--- config.mk ---
export PLATFORM = sky130hd
export DESIGN_NAME = disk_flip_sequencer
export DESIGN_NICKNAME = d
export VERILOG_FILES = /design/src/rtl/disk_flip_sequencer.sv
export SDC_FILE = /design/constraint.sdc
export NUM_CORES = 1
export LEC_CHECK = 0
export CAP_MARGIN = 20
export CORE_ASPECT_RATIO = 1.25
export CORE_UTILIZATION = 50
export CTS_CLUSTER_SIZE = 8
export DETAILED_ROUTE_END_ITERATION = 10
export PLACE_DENSITY = 0.81
export RECOVER_POWER = 50
export SYNTH_ARGS = -nofsm -noshare
export SYNTH_HDL_FRONTEND = slang
export SYNTH_SLANG_ARGS = --single-unit
--- constraint.sdc ---
create_clock -name clk -period 3.5 [get_ports clk]
set_clock_uncertainty 0.05 [all_clocks]
set_input_delay 0.35 -clock clk [delete_from_list [all_inputs] [get_ports clk]]
set_output_delay 0.35 -clock clk [all_outputs]
set_load 0.1 [all_outputs]
--- src/rtl/disk_flip_sequencer.sv ---
// disk_flip_sequencer
// Walks the board RAM outward from a freshly placed disk in all eight
// directions, rewrites every bracketed run of opponent disks to the mover's
// colour, and finally rewrites the placed cell itself when anything flipped.
//
// Optional feature macro: FLIP_DRAW_EN
//   defined   - each board write is followed by a single-cell redraw request
//               (draw_req/draw_ack handshake, draw_x/draw_y hold the cell).
//   undefined - no redraw traffic: draw_req/draw_x/draw_y are tied to 0,
//               draw_ack is ignored and flips of one run go out on
//               consecutive cycles; the caller redraws the board after done.
module disk_flip_sequencer #(
    parameter int BOARD_BITS = 3,
    parameter int CELL_W     = 2
) (
    input  logic                  clk,
    input  logic                  restart,
    input  logic                  start,
    input  logic [BOARD_BITS-1:0] pos_x,
    input  logic [BOARD_BITS-1:0] pos_y,
    input  logic                  side,
    output logic [BOARD_BITS-1:0] rd_x,
    output logic [BOARD_BITS-1:0] rd_y,
    input  logic [CELL_W-1:0]     rd_data,
    output logic                  wr_en,
    output logic [BOARD_BITS-1:0] wr_x,
    output logic [BOARD_BITS-1:0] wr_y,
    output logic [CELL_W-1:0]     wr_data,
    output logic                  draw_req,
    input  logic                  draw_ack,
    output logic [BOARD_BITS-1:0] draw_x,
    output logic [BOARD_BITS-1:0] draw_y,
    output logic                  busy,
    output logic                  done,
    output logic [5:0]            flip_count
);

    // Cursor arithmetic carries one extra sign bit so that stepping off either
    // edge of the board (to -1 or to 2^BOARD_BITS) shows up as MSB set.
    localparam int CW    = BOARD_BITS + 1;
    localparam int RUN_W = BOARD_BITS;

    localparam logic [CELL_W-1:0] CELL_BLACK = CELL_W'(1);
    localparam logic [CELL_W-1:0] CELL_WHITE = CELL_W'(2);

    typedef enum logic [3:0] {
        IDLE,
        DIR_INIT,
        READ,
        EVAL,
        FLIP,
        DRAW_WAIT,
        NEXT_DIR,
        ORIGIN,
        FINISH
    } state_t;

    state_t                state_q;
    logic [BOARD_BITS-1:0] pos_x_q;
    logic [BOARD_BITS-1:0] pos_y_q;
    logic [CELL_W-1:0]     own_q;
    logic [CELL_W-1:0]     opp_q;
    logic [2:0]            dir_q;
    logic signed [CW-1:0]  cur_x_q;
    logic signed [CW-1:0]  cur_y_q;
    logic [RUN_W-1:0]      run_q;
    logic [5:0]            flip_count_q;
    logic [BOARD_BITS-1:0] rd_x_q;
    logic [BOARD_BITS-1:0] rd_y_q;
    logic                  wr_en_q;
    logic [BOARD_BITS-1:0] wr_x_q;
    logic [BOARD_BITS-1:0] wr_y_q;
    logic [CELL_W-1:0]     wr_data_q;
    logic                  busy_q;
    logic                  done_q;

    // Direction table, index 0..7 = N, NE, E, SE, S, SW, W, NW.
    // x grows to the east (column), y grows to the south (row).
    logic signed [CW-1:0] dx_tab [8];
    logic signed [CW-1:0] dy_tab [8];

    genvar gi;
    generate
        for (gi = 0; gi < 8; gi++) begin : g_dir
            localparam int DX = (gi >= 1 && gi <= 3) ? 1 : ((gi >= 5) ? -1 : 0);
            localparam int DY = (gi <= 1 || gi == 7) ? -1 : ((gi >= 3 && gi <= 5) ? 1 : 0);
            assign dx_tab[gi] = CW'(DX);
            assign dy_tab[gi] = CW'(DY);
        end
    endgenerate

    logic signed [CW-1:0] dx;
    logic signed [CW-1:0] dy;
    logic signed [CW-1:0] org_x;
    logic signed [CW-1:0] org_y;
    logic signed [CW-1:0] init_x;
    logic signed [CW-1:0] init_y;
    logic signed [CW-1:0] fwd_x;
    logic signed [CW-1:0] fwd_y;
    logic signed [CW-1:0] back_x;
    logic signed [CW-1:0] back_y;
    logic                 off_init;
    logic                 off_fwd;
    logic                 rd_is_opp;
    logic                 rd_is_own;
    logic                 run_nz;
    logic                 run_more;

    assign dx     = dx_tab[dir_q];
    assign dy     = dy_tab[dir_q];
    assign org_x  = $signed({1'b0, pos_x_q});
    assign org_y  = $signed({1'b0, pos_y_q});
    assign init_x = org_x + dx;
    assign init_y = org_y + dy;
    assign fwd_x  = cur_x_q + dx;
    assign fwd_y  = cur_y_q + dy;
    assign back_x = cur_x_q - dx;
    assign back_y = cur_y_q - dy;

    assign off_init  = init_x[CW-1] | init_y[CW-1];
    assign off_fwd   = fwd_x[CW-1] | fwd_y[CW-1];
    // Reserved code 11 matches neither own nor opponent, so it ends a run like empty.
    assign rd_is_opp = (rd_data == opp_q);
    assign rd_is_own = (rd_data == own_q);
    assign run_nz    = (run_q != '0);
    // Another cell remains in the run after the one being flipped now.
    assign run_more  = (run_q > RUN_W'(1));

`ifdef FLIP_DRAW_EN
    logic                  draw_req_q;
    logic [BOARD_BITS-1:0] draw_x_q;
    logic [BOARD_BITS-1:0] draw_y_q;
    logic                  origin_q;   // current redraw is the placed cell itself
`endif

    // Sequencer FSM: board walk, flip writes, redraw handshake, completion.
    always_ff @(posedge clk) begin
        if (restart) begin
            state_q      <= IDLE;
            pos_x_q      <= '0;
            pos_y_q      <= '0;
            own_q        <= '0;
            opp_q        <= '0;
            dir_q        <= '0;
            cur_x_q      <= '0;
            cur_y_q      <= '0;
            run_q        <= '0;
            flip_count_q <= '0;
            rd_x_q       <= '0;
            rd_y_q       <= '0;
            wr_en_q      <= 1'b0;
            wr_x_q       <= '0;
            wr_y_q       <= '0;
            wr_data_q    <= '0;
            busy_q       <= 1'b0;
            done_q       <= 1'b0;
`ifdef FLIP_DRAW_EN
            draw_req_q   <= 1'b0;
            draw_x_q     <= '0;
            draw_y_q     <= '0;
            origin_q     <= 1'b0;
`endif
        end else begin
            wr_en_q <= 1'b0;
            done_q  <= 1'b0;
            case (state_q)
                IDLE: begin
                    if (start) begin
                        pos_x_q      <= pos_x;
                        pos_y_q      <= pos_y;
                        own_q        <= side ? CELL_WHITE : CELL_BLACK;
                        opp_q        <= side ? CELL_BLACK : CELL_WHITE;
                        flip_count_q <= '0;
                        dir_q        <= '0;
                        busy_q       <= 1'b1;
`ifdef FLIP_DRAW_EN
                        origin_q     <= 1'b0;
`endif
                        state_q      <= DIR_INIT;
                    end
                end

                DIR_INIT: begin
                    cur_x_q <= init_x;
                    cur_y_q <= init_y;
                    run_q   <= '0;
                    if (off_init) begin
                        state_q <= NEXT_DIR;
                    end else begin
                        // Address goes out during READ so data lands in EVAL.
                        rd_x_q  <= init_x[BOARD_BITS-1:0];
                        rd_y_q  <= init_y[BOARD_BITS-1:0];
                        state_q <= READ;
                    end
                end

                READ: begin
                    state_q <= EVAL;
                end

                EVAL: begin
                    if (rd_is_opp) begin
                        run_q   <= run_q + RUN_W'(1);
                        cur_x_q <= fwd_x;
                        cur_y_q <= fwd_y;
                        if (off_fwd) begin
                            state_q <= NEXT_DIR;
                        end else begin
                            rd_x_q  <= fwd_x[BOARD_BITS-1:0];
                            rd_y_q  <= fwd_y[BOARD_BITS-1:0];
                            state_q <= READ;
                        end
                    end else if (rd_is_own && run_nz) begin
                        // Bracket closed: step back onto the last opponent disk.
                        cur_x_q <= back_x;
                        cur_y_q <= back_y;
                        state_q <= FLIP;
                    end else begin
                        state_q <= NEXT_DIR;
                    end
                end

                FLIP: begin
                    wr_en_q      <= 1'b1;
                    wr_x_q       <= cur_x_q[BOARD_BITS-1:0];
                    wr_y_q       <= cur_y_q[BOARD_BITS-1:0];
                    wr_data_q    <= own_q;
                    flip_count_q <= flip_count_q + 6'd1;
`ifdef FLIP_DRAW_EN
                    draw_x_q     <= cur_x_q[BOARD_BITS-1:0];
                    draw_y_q     <= cur_y_q[BOARD_BITS-1:0];
                    state_q      <= DRAW_WAIT;
`else
                    run_q        <= run_q - RUN_W'(1);
                    if (run_more) begin
                        cur_x_q <= back_x;
                        cur_y_q <= back_y;
                        state_q <= FLIP;
                    end else begin
                        state_q <= NEXT_DIR;
                    end
`endif
                end

`ifdef FLIP_DRAW_EN
                DRAW_WAIT: begin
                    // First cycle here carries the write strobe; the request
                    // rises one cycle later and is held until acknowledged.
                    if (draw_req_q && draw_ack) begin
                        draw_req_q <= 1'b0;
                        if (origin_q) begin
                            state_q <= FINISH;
                        end else begin
                            run_q <= run_q - RUN_W'(1);
                            if (run_more) begin
                                cur_x_q <= back_x;
                                cur_y_q <= back_y;
                                state_q <= FLIP;
                            end else begin
                                state_q <= NEXT_DIR;
                            end
                        end
                    end else begin
                        draw_req_q <= 1'b1;
                    end
                end
`else
                DRAW_WAIT: begin
                    state_q <= NEXT_DIR;
                end
`endif

                NEXT_DIR: begin
                    if (dir_q == 3'd7) begin
                        state_q <= ORIGIN;
                    end else begin
                        dir_q   <= dir_q + 3'd1;
                        state_q <= DIR_INIT;
                    end
                end

                ORIGIN: begin
                    // The placed disk is only committed when the move flipped something.
                    if (flip_count_q != 6'd0) begin
                        wr_en_q   <= 1'b1;
                        wr_x_q    <= pos_x_q;
                        wr_y_q    <= pos_y_q;
                        wr_data_q <= own_q;
`ifdef FLIP_DRAW_EN
                        draw_x_q  <= pos_x_q;
                        draw_y_q  <= pos_y_q;
                        origin_q  <= 1'b1;
                        state_q   <= DRAW_WAIT;
`else
                        state_q   <= FINISH;
`endif
                    end else begin
                        state_q <= FINISH;
                    end
                end

                FINISH: begin
                    done_q  <= 1'b1;
                    busy_q  <= 1'b0;
                    state_q <= IDLE;
                end

                default: begin
                    state_q <= IDLE;
                end
            endcase
        end
    end

    assign rd_x       = rd_x_q;
    assign rd_y       = rd_y_q;
    assign wr_en      = wr_en_q;
    assign wr_x       = wr_x_q;
    assign wr_y       = wr_y_q;
    assign wr_data    = wr_data_q;
    assign busy       = busy_q;
    assign done       = done_q;
    assign flip_count = flip_count_q;

`ifdef FLIP_DRAW_EN
    assign draw_req = draw_req_q;
    assign draw_x   = draw_x_q;
    assign draw_y   = draw_y_q;
`else
    logic unused_draw_ack;
    assign unused_draw_ack = draw_ack;
    assign draw_req        = 1'b0;
    assign draw_x          = '0;
    assign draw_y          = '0;
`endif

endmodule

* Word level (Yosys, flattened, before mapping)
Memories as Yosys holds them, arrays and structs flattened.
Index checks and enable logic that the tools add are counted.
** Operators by class
- Add/sub/neg operators :: 10
- Order comparisons :: 2
- Eq/ne operators :: 19
- Multiplexer cells :: 48
- Bitwise gates (word level) :: 3
- Reductions and logical operators :: 18
** Operator list (count)
- two-way mux 4 bit :: 12
- two-way mux 3 bit :: 14
- case mux 4 bit (8 select lines) :: 1
- case mux 3 bit (2 select lines) :: 5
- case mux 4 bit (3 select lines) :: 2
- adder 4 bit :: 4
- equality test 4 x 3 -> 1 bit, second input constant :: 4
- inequality test 2 bit, second input constant :: 7
- case mux 6 bit (2 select lines) :: 1
- two-way mux 2 bit :: 5
- AND reduction 2 bit :: 5
- nonzero test 2 bit :: 5
- case mux 3 bit (3 select lines) :: 1
- equality test 4 x 2 -> 1 bit, second input constant :: 2
- subtractor 4 bit :: 2
- adder 3 x 1 -> 3 bit, second input constant :: 2
- adder 6 x 1 -> 6 bit, second input constant :: 1
- two-way mux 6 bit :: 1
- AND reduction 3 bit :: 2
- nonzero test 3 bit :: 2
- nonzero test 6 bit :: 1
- equality test 2 bit :: 2
- equality test 4 x 1 -> 1 bit, second input constant :: 1
- equality test 4 bit, second input constant :: 1
- other kinds (13) :: 17
** Storage, ports and cells
- Flip-flop bits (word level) :: 51
- Memory bits (read-only) :: 64
- Bits of input ports :: 13
- Output and inout port bits :: 30
- Logic and storage cells :: 120
- Memories kept :: 2
** Memory list
- (no name shown) :: depth 8, bits a word 4, read ports 1, clocked after Yosys merged registers in 0, wr ports 0, RTL line 110 : assign dy = dy_tab[dir_q];
- (no name shown) :: depth 8, bits a word 4, read ports 1, clocked after Yosys merged registers in 0, wr ports 0, RTL line 109 : assign dx = dx_tab[dir_q];

* Depth between registers and ports, before layout
Gate-level depths: netlist (run 1).
- Word-level depth :: 9
- Mapped depth :: 12
- Depth with buffers taken out :: 12

* Worst setup path after synthesis (run 1)
No wires, ideal clock.
- Kind :: register -> register
- Start point :: register dir_q[0]
- End point :: register rd_x_q[0], in the netlist rd_x[0]
- Arrival :: 2549 ps
- Required time :: 3329 ps
- Path slack :: 781 ps
- Cell stages (with the launch flop) :: 11
- Buffers on the path :: 0
- Clock period less this slack :: 2719 ps
- Cell sequence :: dfxtp_1 ha_1 and2_1 or2_2 ha_1 a21o_1 a21oi_1 or3_1 a211oi_2 o221ai_2 mux2_2
** Between the ends
- Word-level cells in the longest chain between the ends :: 8
- Elaborated cells on any way between the ends :: 20
** RTL lines
- from (decl) :: RTL line 63 : logic [2:0] dir_q;
- from (signal assigned) :: RTL line 277 : dir_q <= dir_q + 3'd1;
- inverter 3 -> 4 bit (not written as such) * :: RTL line 109, 110
- memory read (8 x 4 bit) (on tied branches)
- two-way mux 4 bit (on tied branches) (2 in series) :: RTL line 109, 110
- adder 4 bit (on tied branches)
- bitwise OR 1 bit (tied with other cells) :: RTL line 121 : assign off_fwd = fwd_x[CW-1] | fwd_y[CW-1];
- inequality test 2 bit (no line) or two-way mux 3 bit (tied branches)
- AND reduction 4 bit (no line) or case mux 3 bit (2 select lines) (tied branches)
- to (signal assigned) :: RTL line 191 : rd_x_q <= init_x[BOARD_BITS-1:0];
- to (signal assigned) :: RTL line 209 : rd_x_q <= fwd_x[BOARD_BITS-1:0];
- to (decl) :: RTL line 68 : logic [BOARD_BITS-1:0] rd_x_q;
Every way passes the cells marked *; elsewhere a longest branch is shown, timed or not. The select of a mux whose other input is x is not followed.
A chain may end at the register's enable or synchronous reset.

* Worst setup path after layout (run 1)
- Start point :: register dir_q[1]
- End point :: register rd_y_q[0], in the netlist rd_y[0]
** Between the ends
- Word-level cells in the longest chain between the ends :: 8
- Elaborated cells on any way between the ends :: 20
** RTL lines
- inverter 3 -> 4 bit (not written as such) * :: RTL line 109, 110
- memory read (8 x 4 bit) (on tied branches)
- two-way mux 4 bit (on tied branches) (2 in series) :: RTL line 109, 110
- adder 4 bit (on tied branches)
- bitwise OR 1 bit (tied with other cells) :: RTL line 121
- inequality test 2 bit (no line) or two-way mux 3 bit (tied branches)
- AND reduction 4 bit (no line) or case mux 3 bit (2 select lines) (tied branches)
- to (signal assigned) :: RTL line 192 : rd_y_q <= init_y[BOARD_BITS-1:0];
- to (signal assigned) :: RTL line 210 : rd_y_q <= fwd_y[BOARD_BITS-1:0];
- to (decl) :: RTL line 69 : logic [BOARD_BITS-1:0] rd_y_q;
Marks and branches as above.

==> results.sh, run 1 <==
export IMPL_outcome="finished, violations left"
export IMPL_violations="max-capacitance violations, max-slew violations"
export IMPL_fin_ws_ns=0.3221
export IMPL_dp_hpwl_um=4899
export IMPL_grt_antenna_before_repair=0
export IMPL_fin_tns_setup_ns=0
export IMPL_multiInputGateArea_um2=2002
export IMPL_synth_edff_count=0
export IMPL_regArea_um2=980.9
export IMPL_gr_total_overflow=0
export IMPL_max_vdd_ir_drop_mv=0.3000
export IMPL_dr_pass1_iters=6
export IMPL_clkTransAtPathRegs_ns=0.09
export IMPL_drt_iter0_drc=168
export IMPL_nets=436
export IMPL_rows=32
export IMPL_fill_cells=567
export IMPL_core_um2=6166
export IMPL_ys_top_cells_by_area="dfxtp_1 31%, ha_1 9.8%, nor2_1 6.0%"
export IMPL_worstMarginPinSlew_ns=2.406
export IMPL_grt_usage_pct=21.64
export IMPL_p_leak_nw=1.465
export IMPL_crit_path_max_incr_delay_ns=0.39
export IMPL_cts_tree="built"
export IMPL_slowest_stage="or2_2"
export IMPL_cp_startpoint="dir_q[1]"
export IMPL_cp_start_kind="flop"
export IMPL_synth_most_common_cell="nor2_1"
export IMPL_max_freq_mhz=314.7
export IMPL_wl_um=6752
export IMPL_cts_setup_buffers=0
export IMPL_cpMostUsedCell="ha_1"
export IMPL_cp_max_fo=8
export IMPL_io_pins=43
export IMPL_syn_area_um2=3186
export IMPL_period_share_pct=90.80
export IMPL_crit_required_ns=3.66
export IMPL_min_from="pos_x_q[0]"
export IMPL_highest_layer="met4"
export IMPL_worst_setup_path_type="flop to flop"
export IMPL_cap_violations=1
export IMPL_grt_pass1_vias=2508
export IMPL_hold_buffers=0
export IMPL_ys_seq_elements=49
export IMPL_drive_gt1_share_pct=7.595
export IMPL_synth_top_cell_by_area="dfxtp_1"
export IMPL_ys_flop_type="dfxtp_1"
export IMPL_drc=0
export IMPL_viasPerCell=5.544
export IMPL_synth_top_area_share_pct=30.79
export IMPL_fin_crit_ns=3.178
export IMPL_numCtsBuffers=5
export IMPL_cp_num_buf_inv=0
export IMPL_die_area_um2=6696
export IMPL_drv_slew=55
export IMPL_cp_end_kind="flop"
export IMPL_synth_common_cells="51 x nor2_1, 49 x dfxtp_1, 27 x a21oi_1"
export IMPL_syn_area_per_cell_um2=8.610
export IMPL_dr_wl_met3_um=339
export IMPL_worstPathCellList="ha_1 -> and2_1 -> or2_2 -> ha_1 -> a21o_1 -> a21oi_1 -> o21ai_0 -> a211oi_2 -> o221ai_2 -> mux2_2"
export IMPL_slew_headroom_pct=-60.42
export IMPL_initial_utilization_pct=51.66
export IMPL_h_tree_depth=2
export IMPL_reg2reg_slack_ns=0.32
export IMPL_drtAntennaViolNets=0
export IMPL_rsz0062_at_grt="no"
export IMPL_worstHoldPathType="flop to flop"
export IMPL_post_cts_resized=0
export IMPL_finalHoldViolations=0
export IMPL_globalplace_congestion=0.8746
export IMPL_finalSetupViolCount=0
export IMPL_wl_per_cell_um=14.07
export IMPL_arrival_ns=3.33
export IMPL_dp_slack_ns=0.4178
export IMPL_power_mw=1.776
export IMPL_via_count=2661
export IMPL_grt_pass1_wl_um=11470
export IMPL_holdWs_ns=0.4287
export IMPL_n_antenna_cell=0
export IMPL_clkLatencyLatePin_ns=0.31
export IMPL_power_density_nw_per_um2=494.3
export IMPL_fp_dieH_um=91.24
export IMPL_portBuffers=34
export IMPL_grt_max_degree=55
export IMPL_yosysSeqAreaShare_pct=30.79
export IMPL_final_core_util_pct=58.28
export IMPL_reg2reg_from="dir_q[1]"
export IMPL_cts_sinks=49
export IMPL_syn_to_final_growth_pct=12.80
export IMPL_yosysWarnings=0
export IMPL_synth_cells=370
export IMPL_netlist_cell_type_count=63
export IMPL_postSynth_asyncResetShare_pct=0
export IMPL_dr_wl_met2_um=3211
export IMPL_drt_met1_wl_um=2978
export IMPL_clk_path_buf_depth=2
export IMPL_die_w_um=73.39
export IMPL_clockRootBuffer="clkbuf_8"
export IMPL_path_delay_family="compound AO/OA/AOI/OAI gates"
[area by class of cell]
class,count,area share (%)
Timing Repair Buffer,35,9.506
Clock inverter,2,0.4178
Multi-Input combinational cell,283,55.71
Tap cell,85,2.960
Sequential cell,49,27.30
Clock buffer,6,2.019
Inverter,20,2.089
[tightest hold or removal path: stages (launching register included)]
cell,delay [ns]
dfxtp_1,0.33
nand2_1,0.06
a21oi_1,0.05
[cell families after synthesis]
logic type | Yosys count | synth area share [%]
and+or+nand+nor | 129 | 19.95
AOI/OAI and AO/OA | 84 | 19.56
DFF | 49 | 30.79
buffers and inverters | 44 | 7.070
adders and majority gates | 29 | 12.33
muxes | 18 | 5.774
xor gates and xnor gates | 16 | 4.399
other | 1 | 0.1177
[registers in the layout, summed over array words and instances, names as in the netlist]
name / flops
busy: 1
cur_x_q: 4
cur_y_q: 4
dir_q: 3
done: 1
flip_count: 6
opp_q: 1
own_q: 1
pos_x_q: 3
pos_y_q: 3
rd_x: 3
rd_y: 3
run_q: 3
state_q: 4
wr_data: 2
wr_en: 1
wr_x: 3
wr_y: 3
[cell usage in the layout (no fill, tap or decap), types with 7 or more instances in the layout]
cell / instances
o21ai_0: 12
dlygate4sd3_1: 10
a21oi_1: 27
conb_1: 7
inv_1: 20
xnor2_1: 11
a211oi_1: 8
dfxtp_1: 49
mux2i_1: 15
nand2_1: 25
ha_1: 25
nor2_1: 51
clkdlybuf4s50_1: 23
[path summary, 6_finish.rpt]
path | cells past startpoint | end
worst max register to register | 10 | rd_y[0]
worst min-delay path | 2 | pos_x_q[0]
worst max-delay path | 10 | rd_y[0]
worst min register to register | 2 | pos_x_q[0]
[stage by stage]
stage | cell area, um^2 | std cells
after floorplan | 3208 | 376
after CTS | 3595 | 480
final | 3593 | 480
after detailed placement | 3507 | 472
after global placement | 3507 | 472
after global routing | 3593 | 480
[routing by layer]
| metal | global-route usage [%] | vias to the layer above |
|---|---|---|
| met5 | 0 | - |
| met4 | 9.135 | 0 |
| met3 | 2.886 | 17 |
| met2 | 36.19 | 87 |
| met1 | 27.42 | 1230 |
| li1 | - | 1327 |
[report_power, final]
group	internal, mW	switching [mW]
registers	0.618	0.0753
clock network	0.141	0.199
logic	0.262	0.481
(Power assumes the default switching activity.)
==> inputs of run 2 (changes only) <==
ABC_AREA = 0   (was default)
==> results of run 2 <==
The final DEF is identical to that of run 1; final timing and power are the same.
==> inputs of run 3 (changes only) <==
CORE_MARGIN = 1.5   (was default)
==> run 3 against run 2 <==
The run still ends with max-capacitance violations, max-slew violations left. Flip-flop and latch count unchanged. Combinational power down 0.9%. Worst hold slack better by 0.0026 ns. Cell area up 0.66%. Die area up 2.5%. First-iteration DRC count down 8.3%. Power up 3.5%.
==> results.sh, run 3 (synthesis results as in run 1) <==
export IMPL_slew_headroom_pct=-58.98
export IMPL_via_count=2665
export IMPL_slowest_stage="o221ai_2"
export IMPL_worstHoldPathType="flop to flop"
export IMPL_finalHoldViolations=0
export IMPL_dp_slack_ns=0.4602
export IMPL_cts_setup_buffers=0
export IMPL_fin_ws_ns=0.4226
export IMPL_period_share_pct=87.93
export IMPL_n_antenna_cell=0
export IMPL_dpl_cell_area_um2=3507
export IMPL_h_tree_depth=2
export IMPL_p_leak_nw=1.492
export IMPL_drt_iter0_drc=154
export IMPL_violations="max-capacitance violations, max-slew violations"
export IMPL_clockRootBuffer="clkbuf_8"
export IMPL_crit_path_max_incr_delay_ns=0.41
export IMPL_grt_pass1_wl_um=11710
export IMPL_numCtsBuffers=5
export IMPL_grt_usage_pct=21.56
export IMPL_gr_total_overflow=0
export IMPL_cp_max_fo=6
export IMPL_max_freq_mhz=325.0
export IMPL_rsz0062_at_grt="no"
export IMPL_arrival_ns=3.22
export IMPL_highest_layer="met4"
export IMPL_dp_hpwl_um=4904
export IMPL_syn_to_final_growth_pct=13.55
export IMPL_power_density_nw_per_um2=508.4
export IMPL_worst_setup_path_type="flop to flop"
export IMPL_wl_per_cell_um=13.98
export IMPL_outcome="finished, violations left"
export IMPL_holdWs_ns=0.4313
export IMPL_drc=0
export IMPL_worstMarginPinSlew_ns=2.385
export IMPL_drive_gt1_share_pct=7.595
export IMPL_nets=436
export IMPL_initial_utilization_pct=51.66
export IMPL_power_mw=1.839
export IMPL_globalplace_congestion=0.8995
export IMPL_clk_path_buf_depth=2
export IMPL_max_vdd_ir_drop_mv=0.3274
export IMPL_wl_um=6709
export IMPL_grt_pass1_vias=2520
export IMPL_drtAntennaViolNets=0
export IMPL_cts_tree="built"
export IMPL_dr_wl_met2_um=3281
export IMPL_clkTransAtPathRegs_ns=0.10
export IMPL_cp_num_buf_inv=2
export IMPL_dr_wl_met3_um=327
export IMPL_cp_end_kind="flop"
export IMPL_clkLatencyLatePin_ns=0.31
export IMPL_hold_buffers=0
export IMPL_stdcell_area_um2=3617
export IMPL_path_delay_family="compound AO/OA/AOI/OAI gates"
export IMPL_post_cts_resized=0
export IMPL_drv_slew=55
export IMPL_finalSetupViolCount=0
export IMPL_core_um2=6166
export IMPL_regArea_um2=980.9
export IMPL_cp_start_kind="flop"
export IMPL_viasPerCell=5.552
export IMPL_cts_sinks=49
export IMPL_largest_reg_flops=6
export IMPL_die_area_um2=6862
export IMPL_portBuffers=34
export IMPL_fin_crit_ns=3.077
export IMPL_worstPathCellList="inv_1 -> ha_1 -> and2b_1 -> inv_1 -> ha_1 -> nor2b_1 -> o21ai_0 -> a21boi_0 -> a211oi_2 -> o221ai_2 -> mux2_2"
export IMPL_die_w_um=74.39
export IMPL_cap_violations=1
export IMPL_final_common_cell="nor2_1"
export IMPL_rows=32
export IMPL_io_pins=43
export IMPL_multiInputGateArea_um2=2002
export IMPL_fin_tns_setup_ns=0
export IMPL_dr_pass1_iters=6
export IMPL_grt_max_degree=55
export IMPL_grt_antenna_before_repair=0
export IMPL_fp_dieH_um=92.24
export IMPL_crit_required_ns=3.64
export IMPL_drt_met1_wl_um=2971
export IMPL_layout_cells_most_common_list="51 x nor2_1, 49 x dfxtp_1, 27 x a21oi_1, 25 x nand2_1, 25 x ha_1"
export IMPL_fill_cells=578
-- run 3: cell types whose count changed in the layout (fill, tap and decap cells not counted), sizes merged --
cell           delta
dlygate4sd3       +2
bufinv            +1
clkinv            +1
clkdlybuf4s50     -2
clkinvlp          -2
-- run 3: worst paths after layout --
check,startpoint,endpoint,slack (ns),cells after the start
worst max register to register,dir_q[0],rd_x[0],0.42,11
worst max-delay path,dir_q[0],rd_x[0],0.42,11
worst min-delay path,rd_x[1],rd_x[1],0.43,2
worst min register to register,rd_x[1],rd_x[1],0.43,2
-- run 3: area by class of cell --
class,instances,area share [%]
multi-input combinational,283,55.34
clock buffer,6,2.006
clock inverter,2,1.072
inverter,20,2.075
tap,85,2.940
timing repair buffer,35,9.443
sequential,49,27.12
-- run 3: report_power, final --
part           total [mW]  internal, mW  switching, mW
Combinational       0.736         0.262          0.475
Clock               0.409         0.215          0.195
Sequential          0.694         0.618         0.0750
Total                1.84          1.09          0.744
-- run 3: stage by stage --
step                      std cells  utilization [%]
after floorplan                 376                -
after global placement          472            56.88
after detailed placement        472            56.88
after CTS                       480            58.69
after global routing            480            58.66
final                           480            58.66
-- run 3: worst register-to-register path, cell delays in order, from the launching register on --
cell and delay [ns]:
dfxtp_1 0.38, inv_1 0.08, ha_1 0.22, and2b_1 0.30, inv_1 0.17, ha_1 0.38
nor2b_1 0.13, o21ai_0 0.09, a21boi_0 0.27, a211oi_2 0.09, o221ai_2 0.41, mux2_2 0.39
-- run 3: routing by layer --
| layer | vias to the layer above | GRT usage (%) |
|---|---|---|
| met5 | - | 0 |
| met1 | 1261 | 27.18 |
| met4 | 0 | 6.970 |
| li1 | 1323 | - |
| met2 | 70 | 36.68 |
| met3 | 11 | 3.516 |
